$ cat config.mk
export PLATFORM = sky130hd
export DESIGN_NAME = cpu_axi_bridge_flat
export DESIGN_NICKNAME = d
export VERILOG_FILES = /design/src/rtl/cpu_axi_bridge_if.sv /design/src/rtl/cpu_axi_bridge.sv /design/src/flat_wrapper.sv
export SDC_FILE = /design/constraint.sdc
export NUM_CORES = 1
export LEC_CHECK = 0
export CORE_ASPECT_RATIO = 1.4
export CORE_MARGIN = 2
export CORE_UTILIZATION = 40
export CTS_CLUSTER_DIAMETER = 100
export DETAILED_ROUTE_END_ITERATION = 12
export PLACE_DENSITY = 0.81
export SLEW_MARGIN = 0
export SYNTH_ARGS = -nofsm -noshare
export SYNTH_HDL_FRONTEND = slang
export SYNTH_SLANG_ARGS = --single-unit
$ cat constraint.sdc
create_clock -name clk -period 2.35 [get_ports clk]
set_input_delay 0.47 -clock clk [delete_from_list [all_inputs] [get_ports clk]]
set_output_delay 0.47 -clock clk [all_outputs]
set_load 0.005 [all_outputs]
$ cat src/rtl/cpu_axi_bridge_if.sv
// Signal bundle between the CPU-side SRAM-like ports and the AXI read/write channels.
// The master modport is the bridge's view; slave is the CPU plus memory side.
interface cpu_axi_bridge_if;
  // Instruction port
  logic        inst_req;
  logic [31:0] inst_addr;
  logic        inst_addr_ok;
  logic        inst_data_ok;
  logic [31:0] inst_rdata;

  // Data port
  logic        data_req;
  logic        data_wr;
  logic [3:0]  data_wstrb;
  logic [31:0] data_addr;
  logic [31:0] data_wdata;
  logic        data_addr_ok;
  logic        data_data_ok;
  logic [31:0] data_rdata;

  // AXI read address / data
  logic [3:0]  arid;
  logic [31:0] araddr;
  logic        arvalid;
  logic        arready;
  logic [31:0] rdata;
  logic        rvalid;
  logic        rready;

  // AXI write address / data / response
  logic [3:0]  awid;
  logic [31:0] awaddr;
  logic        awvalid;
  logic        awready;
  logic [31:0] wdata;
  logic [3:0]  wstrb;
  logic        wvalid;
  logic        wready;
  logic        bvalid;
  logic        bready;

  modport master (
    input  inst_req, inst_addr,
    output inst_addr_ok, inst_data_ok, inst_rdata,
    input  data_req, data_wr, data_wstrb, data_addr, data_wdata,
    output data_addr_ok, data_data_ok, data_rdata,
    output arid, araddr, arvalid,
    input  arready,
    input  rdata, rvalid,
    output rready,
    output awid, awaddr, awvalid,
    input  awready,
    output wdata, wstrb, wvalid,
    input  wready,
    input  bvalid,
    output bready
  );

  modport slave (
    output inst_req, inst_addr,
    input  inst_addr_ok, inst_data_ok, inst_rdata,
    output data_req, data_wr, data_wstrb, data_addr, data_wdata,
    input  data_addr_ok, data_data_ok, data_rdata,
    input  arid, araddr, arvalid,
    output arready,
    output rdata, rvalid,
    input  rready,
    input  awid, awaddr, awvalid,
    output awready,
    input  wdata, wstrb, wvalid,
    output wready,
    output bvalid,
    input  bready
  );
endinterface

$ cat src/rtl/cpu_axi_bridge.sv
// Bridges the CPU instruction/data request ports onto single-beat AXI transfers,
// one transaction in flight; data requests take priority over instruction fetches.
module cpu_axi_bridge #(
  parameter logic [3:0] ID_INST = 4'd0,
  parameter logic [3:0] ID_DATA = 4'd1
) (
  input logic             clk,
  input logic             rst,
  cpu_axi_bridge_if.master bus
);

  localparam int unsigned ADDR_W = 32;
  localparam int unsigned DATA_W = 32;
  localparam int unsigned STRB_W = DATA_W / 8;
  localparam int unsigned ID_W   = 4;

  typedef enum logic [2:0] {
    IDLE    = 3'd0,
    RD_ADDR = 3'd1,
    RD_DATA = 3'd2,
    WR_ADDR = 3'd3,
    WR_RESP = 3'd4
  } state_t;

  typedef enum logic {
    SRC_INST = 1'b0,
    SRC_DATA = 1'b1
  } src_t;

  typedef struct packed {
    src_t              src;
    logic [STRB_W-1:0] wstrb;
    logic [ADDR_W-1:0] addr;
    logic [DATA_W-1:0] wdata;
  } req_t;

  state_t            state;
  req_t              req_q;
  req_t              req_next_c;
  logic              accept_data_c;
  logic              accept_inst_c;
  logic              aw_done_c;
  logic              w_done_c;

  logic              arvalid_q;
  logic              rready_q;
  logic              awvalid_q;
  logic              wvalid_q;
  logic              bready_q;
  logic              inst_data_ok_q;
  logic              data_data_ok_q;
  logic [DATA_W-1:0] inst_rdata_q;
  logic [DATA_W-1:0] data_rdata_q;

  // Acceptance is only possible in IDLE and never while reset is held.
  assign accept_data_c = rst && (state == IDLE) && bus.data_req;
  assign accept_inst_c = rst && (state == IDLE) && bus.inst_req && !bus.data_req;

  // Request payload captured on acceptance; instruction fetches carry no write data.
  always_comb begin
    req_next_c = '0;
    if (bus.data_req) begin
      req_next_c.src   = SRC_DATA;
      req_next_c.wstrb = bus.data_wr ? bus.data_wstrb : STRB_W'(0);
      req_next_c.addr  = bus.data_addr;
      req_next_c.wdata = bus.data_wr ? bus.data_wdata : DATA_W'(0);
    end else begin
      req_next_c.src   = SRC_INST;
      req_next_c.addr  = bus.inst_addr;
    end
  end

  // A write channel counts as done once its valid is already gone or handshakes now.
  assign aw_done_c = !awvalid_q || bus.awready;
  assign w_done_c  = !wvalid_q  || bus.wready;

  always_ff @(posedge clk or negedge rst) begin
    if (!rst) begin
      state          <= IDLE;
      req_q          <= '0;
      arvalid_q      <= 1'b0;
      rready_q       <= 1'b0;
      awvalid_q      <= 1'b0;
      wvalid_q       <= 1'b0;
      bready_q       <= 1'b0;
      inst_data_ok_q <= 1'b0;
      data_data_ok_q <= 1'b0;
      inst_rdata_q   <= '0;
      data_rdata_q   <= '0;
    end else begin
      inst_data_ok_q <= 1'b0;
      data_data_ok_q <= 1'b0;
      case (state)
        IDLE: begin
          if (accept_data_c || accept_inst_c) begin
            req_q <= req_next_c;
            if (accept_data_c && bus.data_wr) begin
              state     <= WR_ADDR;
              awvalid_q <= 1'b1;
              wvalid_q  <= 1'b1;
            end else begin
              state     <= RD_ADDR;
              arvalid_q <= 1'b1;
            end
          end
        end
        RD_ADDR: begin
          if (bus.arready) begin
            arvalid_q <= 1'b0;
            rready_q  <= 1'b1;
            state     <= RD_DATA;
          end
        end
        RD_DATA: begin
          if (bus.rvalid) begin
            rready_q <= 1'b0;
            state    <= IDLE;
            // Route by the latched source; the AXI read ID is not consulted.
            if (req_q.src == SRC_DATA) begin
              data_rdata_q   <= bus.rdata;
              data_data_ok_q <= 1'b1;
            end else begin
              inst_rdata_q   <= bus.rdata;
              inst_data_ok_q <= 1'b1;
            end
          end
        end
        WR_ADDR: begin
          if (bus.awready) awvalid_q <= 1'b0;
          if (bus.wready)  wvalid_q  <= 1'b0;
          if (aw_done_c && w_done_c) begin
            bready_q <= 1'b1;
            state    <= WR_RESP;
          end
        end
        WR_RESP: begin
          if (bus.bvalid) begin
            bready_q       <= 1'b0;
            data_data_ok_q <= 1'b1;
            state          <= IDLE;
          end
        end
        default: begin
          state <= IDLE;
        end
      endcase
    end
  end

  assign bus.inst_addr_ok = accept_inst_c;
  assign bus.data_addr_ok = accept_data_c;
  assign bus.inst_data_ok = inst_data_ok_q;
  assign bus.data_data_ok = data_data_ok_q;
  assign bus.inst_rdata   = inst_rdata_q;
  assign bus.data_rdata   = data_rdata_q;

  assign bus.arid    = (req_q.src == SRC_DATA) ? ID_W'(ID_DATA) : ID_W'(ID_INST);
  assign bus.araddr  = req_q.addr;
  assign bus.arvalid = arvalid_q;
  assign bus.rready  = rready_q;

  assign bus.awid    = ID_W'(ID_DATA);
  assign bus.awaddr  = req_q.addr;
  assign bus.awvalid = awvalid_q;
  assign bus.wdata   = req_q.wdata;
  assign bus.wstrb   = req_q.wstrb;
  assign bus.wvalid  = wvalid_q;
  assign bus.bready  = bready_q;

endmodule
$ cat src/flat_wrapper.sv
// flat-port wrapper written by rule: the top's interface ports become plain ports
module cpu_axi_bridge_flat 
#(
  parameter logic [3:0] ID_INST = 4'd0,
  parameter logic [3:0] ID_DATA = 4'd1
)
  (clk, rst, bus_inst_req, bus_inst_addr, bus_inst_addr_ok, bus_inst_data_ok, bus_inst_rdata, bus_data_req, bus_data_wr, bus_data_wstrb, bus_data_addr, bus_data_wdata, bus_data_addr_ok, bus_data_data_ok, bus_data_rdata, bus_arid, bus_araddr, bus_arvalid, bus_arready, bus_rdata, bus_rvalid, bus_rready, bus_awid, bus_awaddr, bus_awvalid, bus_awready, bus_wdata, bus_wstrb, bus_wvalid, bus_wready, bus_bvalid, bus_bready);
  cpu_axi_bridge_if bus_i ();
  input logic clk;
  input logic rst;
  input wire logic [$bits(bus_i.inst_req)-1:0] bus_inst_req;
  input wire logic [$bits(bus_i.inst_addr)-1:0] bus_inst_addr;
  output wire logic [$bits(bus_i.inst_addr_ok)-1:0] bus_inst_addr_ok;
  output wire logic [$bits(bus_i.inst_data_ok)-1:0] bus_inst_data_ok;
  output wire logic [$bits(bus_i.inst_rdata)-1:0] bus_inst_rdata;
  input wire logic [$bits(bus_i.data_req)-1:0] bus_data_req;
  input wire logic [$bits(bus_i.data_wr)-1:0] bus_data_wr;
  input wire logic [$bits(bus_i.data_wstrb)-1:0] bus_data_wstrb;
  input wire logic [$bits(bus_i.data_addr)-1:0] bus_data_addr;
  input wire logic [$bits(bus_i.data_wdata)-1:0] bus_data_wdata;
  output wire logic [$bits(bus_i.data_addr_ok)-1:0] bus_data_addr_ok;
  output wire logic [$bits(bus_i.data_data_ok)-1:0] bus_data_data_ok;
  output wire logic [$bits(bus_i.data_rdata)-1:0] bus_data_rdata;
  output wire logic [$bits(bus_i.arid)-1:0] bus_arid;
  output wire logic [$bits(bus_i.araddr)-1:0] bus_araddr;
  output wire logic [$bits(bus_i.arvalid)-1:0] bus_arvalid;
  input wire logic [$bits(bus_i.arready)-1:0] bus_arready;
  input wire logic [$bits(bus_i.rdata)-1:0] bus_rdata;
  input wire logic [$bits(bus_i.rvalid)-1:0] bus_rvalid;
  output wire logic [$bits(bus_i.rready)-1:0] bus_rready;
  output wire logic [$bits(bus_i.awid)-1:0] bus_awid;
  output wire logic [$bits(bus_i.awaddr)-1:0] bus_awaddr;
  output wire logic [$bits(bus_i.awvalid)-1:0] bus_awvalid;
  input wire logic [$bits(bus_i.awready)-1:0] bus_awready;
  output wire logic [$bits(bus_i.wdata)-1:0] bus_wdata;
  output wire logic [$bits(bus_i.wstrb)-1:0] bus_wstrb;
  output wire logic [$bits(bus_i.wvalid)-1:0] bus_wvalid;
  input wire logic [$bits(bus_i.wready)-1:0] bus_wready;
  input wire logic [$bits(bus_i.bvalid)-1:0] bus_bvalid;
  output wire logic [$bits(bus_i.bready)-1:0] bus_bready;
  assign bus_i.inst_req = bus_inst_req;
  assign bus_i.inst_addr = bus_inst_addr;
  assign bus_inst_addr_ok = bus_i.inst_addr_ok;
  assign bus_inst_data_ok = bus_i.inst_data_ok;
  assign bus_inst_rdata = bus_i.inst_rdata;
  assign bus_i.data_req = bus_data_req;
  assign bus_i.data_wr = bus_data_wr;
  assign bus_i.data_wstrb = bus_data_wstrb;
  assign bus_i.data_addr = bus_data_addr;
  assign bus_i.data_wdata = bus_data_wdata;
  assign bus_data_addr_ok = bus_i.data_addr_ok;
  assign bus_data_data_ok = bus_i.data_data_ok;
  assign bus_data_rdata = bus_i.data_rdata;
  assign bus_arid = bus_i.arid;
  assign bus_araddr = bus_i.araddr;
  assign bus_arvalid = bus_i.arvalid;
  assign bus_i.arready = bus_arready;
  assign bus_i.rdata = bus_rdata;
  assign bus_i.rvalid = bus_rvalid;
  assign bus_rready = bus_i.rready;
  assign bus_awid = bus_i.awid;
  assign bus_awaddr = bus_i.awaddr;
  assign bus_awvalid = bus_i.awvalid;
  assign bus_i.awready = bus_awready;
  assign bus_wdata = bus_i.wdata;
  assign bus_wstrb = bus_i.wstrb;
  assign bus_wvalid = bus_i.wvalid;
  assign bus_i.wready = bus_wready;
  assign bus_i.bvalid = bus_bvalid;
  assign bus_bready = bus_i.bready;
  cpu_axi_bridge #(.ID_INST(ID_INST), .ID_DATA(ID_DATA)) u_core (.clk(clk), .rst(rst), .bus(bus_i));
endmodule
==> flow_summary.json <==
{
  "seq_area_um2": 3580,
  "reg2reg_depth": 6,
  "postPlaceCellArea_um2": 9330,
  "grt_pass1_vias": 4818,
  "multi_input_area_um2": 2220,
  "grt_util_all_layers_pct": 20.6,
  "status": "completed",
  "ys_ff_latch": 143,
  "syn_to_final_growth_pct": 59.6,
  "r2r_slack_ns": 0.33,
  "yosysTopAreaCell": "dfrtp_1",
  "crit_chain": "nor4b_4 -> buf_4 -> buf_4 -> and2_1 -> dlygate4sd2_1",
  "cp-end-kind": "output pin",
  "place_congestion": 0.784,
  "antennaDiodeCount": 0,
  "worst-slew-pin-transition_ns": 0.763,
  "hp-class": "input port to asynchronous set/reset pin",
  "cpMaxStageDelayCell": "dfrtp_1",
  "vias": 4542,
  "chipWidth_um": 110,
  "synth.area.top_cells": "dfrtp_1 57%, mux2_2 18%, mux2_4 7.0%, a22o_1 5.1%, buf_4 4.9%",
  "cp_max_fo": 2,
  "worst_slew_margin_rel_pct": 49.2,
  "clock_latency_ns": 0.42,
  "fin_crit_sh_pct": 94.1,
  "maxSlewViolCount": 0,
  "portBuffers": 315,
  "die_h_um": 152,
  "timing.critical_path.mode_cell": "buf_4",
  "dp_cells": 881,
  "cts_num_sinks": 143,
  "avgViaCountPerCell": 4.96,
  "tritoncts": "yes",
  "finalNetCount": 849,
  "dr.pass1.iters": 4,
  "core_um2": 15400,
  "start_util_pct": 40.5,
  "rsz0062_at_grt": "no",
  "ys_types": 37,
  "fill_cells": 1138,
  "ctsHoldBuffers": 0,
  "crit_path_start": "u_core.state[2]$_DFFE_PN0P_",
  "setup_violations": 0,
  "cp_data_arrival_time_ns": 1.74,
  "cts_buffers": 17,
  "clk_pin_slew_worst_paths_ns": 0.06,
  "drt_wl_total_um": 17500,
  "clock.fmax_mhz": 452,
  "start_kind": "flop",
  "drive_above_1_share_pct": 25.8,
  "dp_hpwl_um": 12400,
  "p_leak_nw": 4.33,
  "syn_area_um2": 6240,
  "skew_ns": 0.00887,
  "antenna_found_initial": 0,
  "synth_warnings": 0,
  "cp.depth": 5,
  "ys_seq_area_share_pct": 57.4,
  "min_period_ns": 2.21,
  "powerDensity_nw_per_um2": 1290,
  "grt_overflow_total": 0,
  "die_area_um2": 16600,
  "crit_type": "flop to output pin",
  "synthCells": 418,
  "io-pin-count": 323,
  "cts.path.max_buffers": 2,
  "setup_tns_ns": 0,
  "grt_pass1_wl_um": 25700,
  "h-tree-depth": 4,
  "cp_num_buf_inv": 3,
  "wl_per_cell_um": 19.1,
  "ant_nets": 0,
  "maxCapViolations": 0,
  "grt_max_degree": 145,
  "peakVddDrop_v": 0.000869,
  "hold-worst-slack_ns": 0.172,
  "final_cell_count_no_fill": 916,
  "synth_top_area_share_pct": 57.4,
  "row_count": 54,
  "cp_data_required_time_ns": 1.88,
  "root_buffer": "clkbuf_16",
  "hold_viol": 0,
  "synth_area_per_cell_um2": 14.9,
  "reg2reg_from": "u_core.state[2]$_DFFE_PN0P_",
  "dr.first_iter.drc_count": 191,
  "final_cell_area_um2": 9950,
  "critical_path.top_delay_family": "buffers and inverters",
  "max_stage_delay_ns": 0.41,
  "drc": 0
}
[per-layer routing]
layer,global-route usage (%),vias up,routed length (um)
met5,0,-,0
met4,8.48,0,426
met3,7.87,36,1710
met2,34.8,238,8790
met1,23.0,2244,6560
li1,-,2024,-
[metrics by stage]
stage / worst slack (ns) / utilization (%) / power, mW
after floorplan: 0.615 / - / 6.73
after global placement: 0.183 / 60.5 / 9.92
after detailed placement: 0.130 / 60.5 / 10.1
after CTS: 0.0404 / 64.5 / 13.0
after global routing: 0.0643 / 64.6 / 13.6
final: 0.138 / 64.6 / 12.9
[sequential cells by signal, summed over array words and instances (netlist names)]
signal	cells
u_core.bus.araddr	32
u_core.bus.arvalid	1
u_core.bus.awvalid	1
u_core.bus.bready	1
u_core.bus.data_data_ok	1
u_core.bus.data_rdata	32
u_core.bus.inst_data_ok	1
u_core.bus.inst_rdata	32
u_core.bus.rready	1
u_core.bus.wdata	32
u_core.bus.wstrb	4
u_core.bus.wvalid	1
u_core.req_q	1
u_core.state	3
[final timing paths]
check                                                              to
worst max-delay path                                 bus_data_addr_ok
worst min-delay path            u_core.bus.inst_rdata[30]$_DFFE_PN0P_
worst max register to register   u_core.bus.data_rdata[3]$_DFFE_PN0P_
worst min register to register       u_core.bus.wdata[10]$_DFFE_PN0P_
max in group asynchronous             u_core.bus.wdata[9]$_DFFE_PN0P_
min in group clk                     u_core.bus.wdata[10]$_DFFE_PN0P_
[synthesized netlist by cell type (all sizes together)]
master and count:
dfrtp 143, mux2 128, buf 58, a22o 36, clkbuf 6, nand2 5
nand2b 5, and2 4, a21o 3, nor2 3, o21ai 3, and3 2
conb 2, nand3 2, o211ai 2, o2bb2ai 2, or3 2, a21bo 1
a21oi 1, a31oi 1, a41o 1, and2b 1, and3b 1, inv 1
nand3b 1, nor2b 1, nor3 1, nor4b 1, or2b 1
[logic make-up (layout without fill, tap and decap cells)]
logic type | Yosys count | count (layout) | share of synthesized area [%]
flip-flops | 143 | 143 | 57.4
multiplexers | 128 | 128 | 24.9
buffers and inverters | 65 | 362 | 7.62
AO/OA/AOI/OAI | 50 | 50 | 6.74
AND/OR/NAND/NOR | 30 | 30 | 3.27
other | 2 | 7 | 0.120
[layout by cell type, fill, tap and decap left out, types with 2 or more instances in the layout]
cell             instances
clkinv_4                 2
conb_1                   7
buf_4                   10
dfrtp_1                143
nand2b_1                 4
inv_6                    7
o21ai_0                  2
clkdlybuf4s50_1        311
inv_8                    2
o211ai_1                 2
a21o_1                   3
clkbuf_16               17
and2_1                   4
o2bb2ai_1                2
bufinv_16                2
mux2_2                  99
nand2_1                  5
nor2_1                   3
nand3_1                  2
or3_2                    2
mux2_4                  29
buf_12                   4
a22o_1                  36
and3_1                   2
[report_power, final]
group	internal, mW	leakage [nW]	total, mW	switching (mW)
Sequential	3.65	1.77	4.47	0.814
Clock	1.63	0.297	2.77	1.14
Combinational	3.94	2.26	5.63	1.69
Total	9.23	4.33	12.9	3.64
[timing repair]
item                                    CTS  global route
resized for setup                         2             2
cloned                                    0             0
endpoints found under the setup margin    2             1
setup buffers                             1             2
pin swaps                                 0             1
[final cells by class]
class,instances,area share (%)
inverter,1,0.0377
timing repair buffer,329,33.1
clock buffer,18,4.41
tap,196,2.46
sequential,143,36.0
clock inverter,14,1.70
multi-input combinational,215,22.3
No activity file was read; power rests on OpenSTA's default activity.
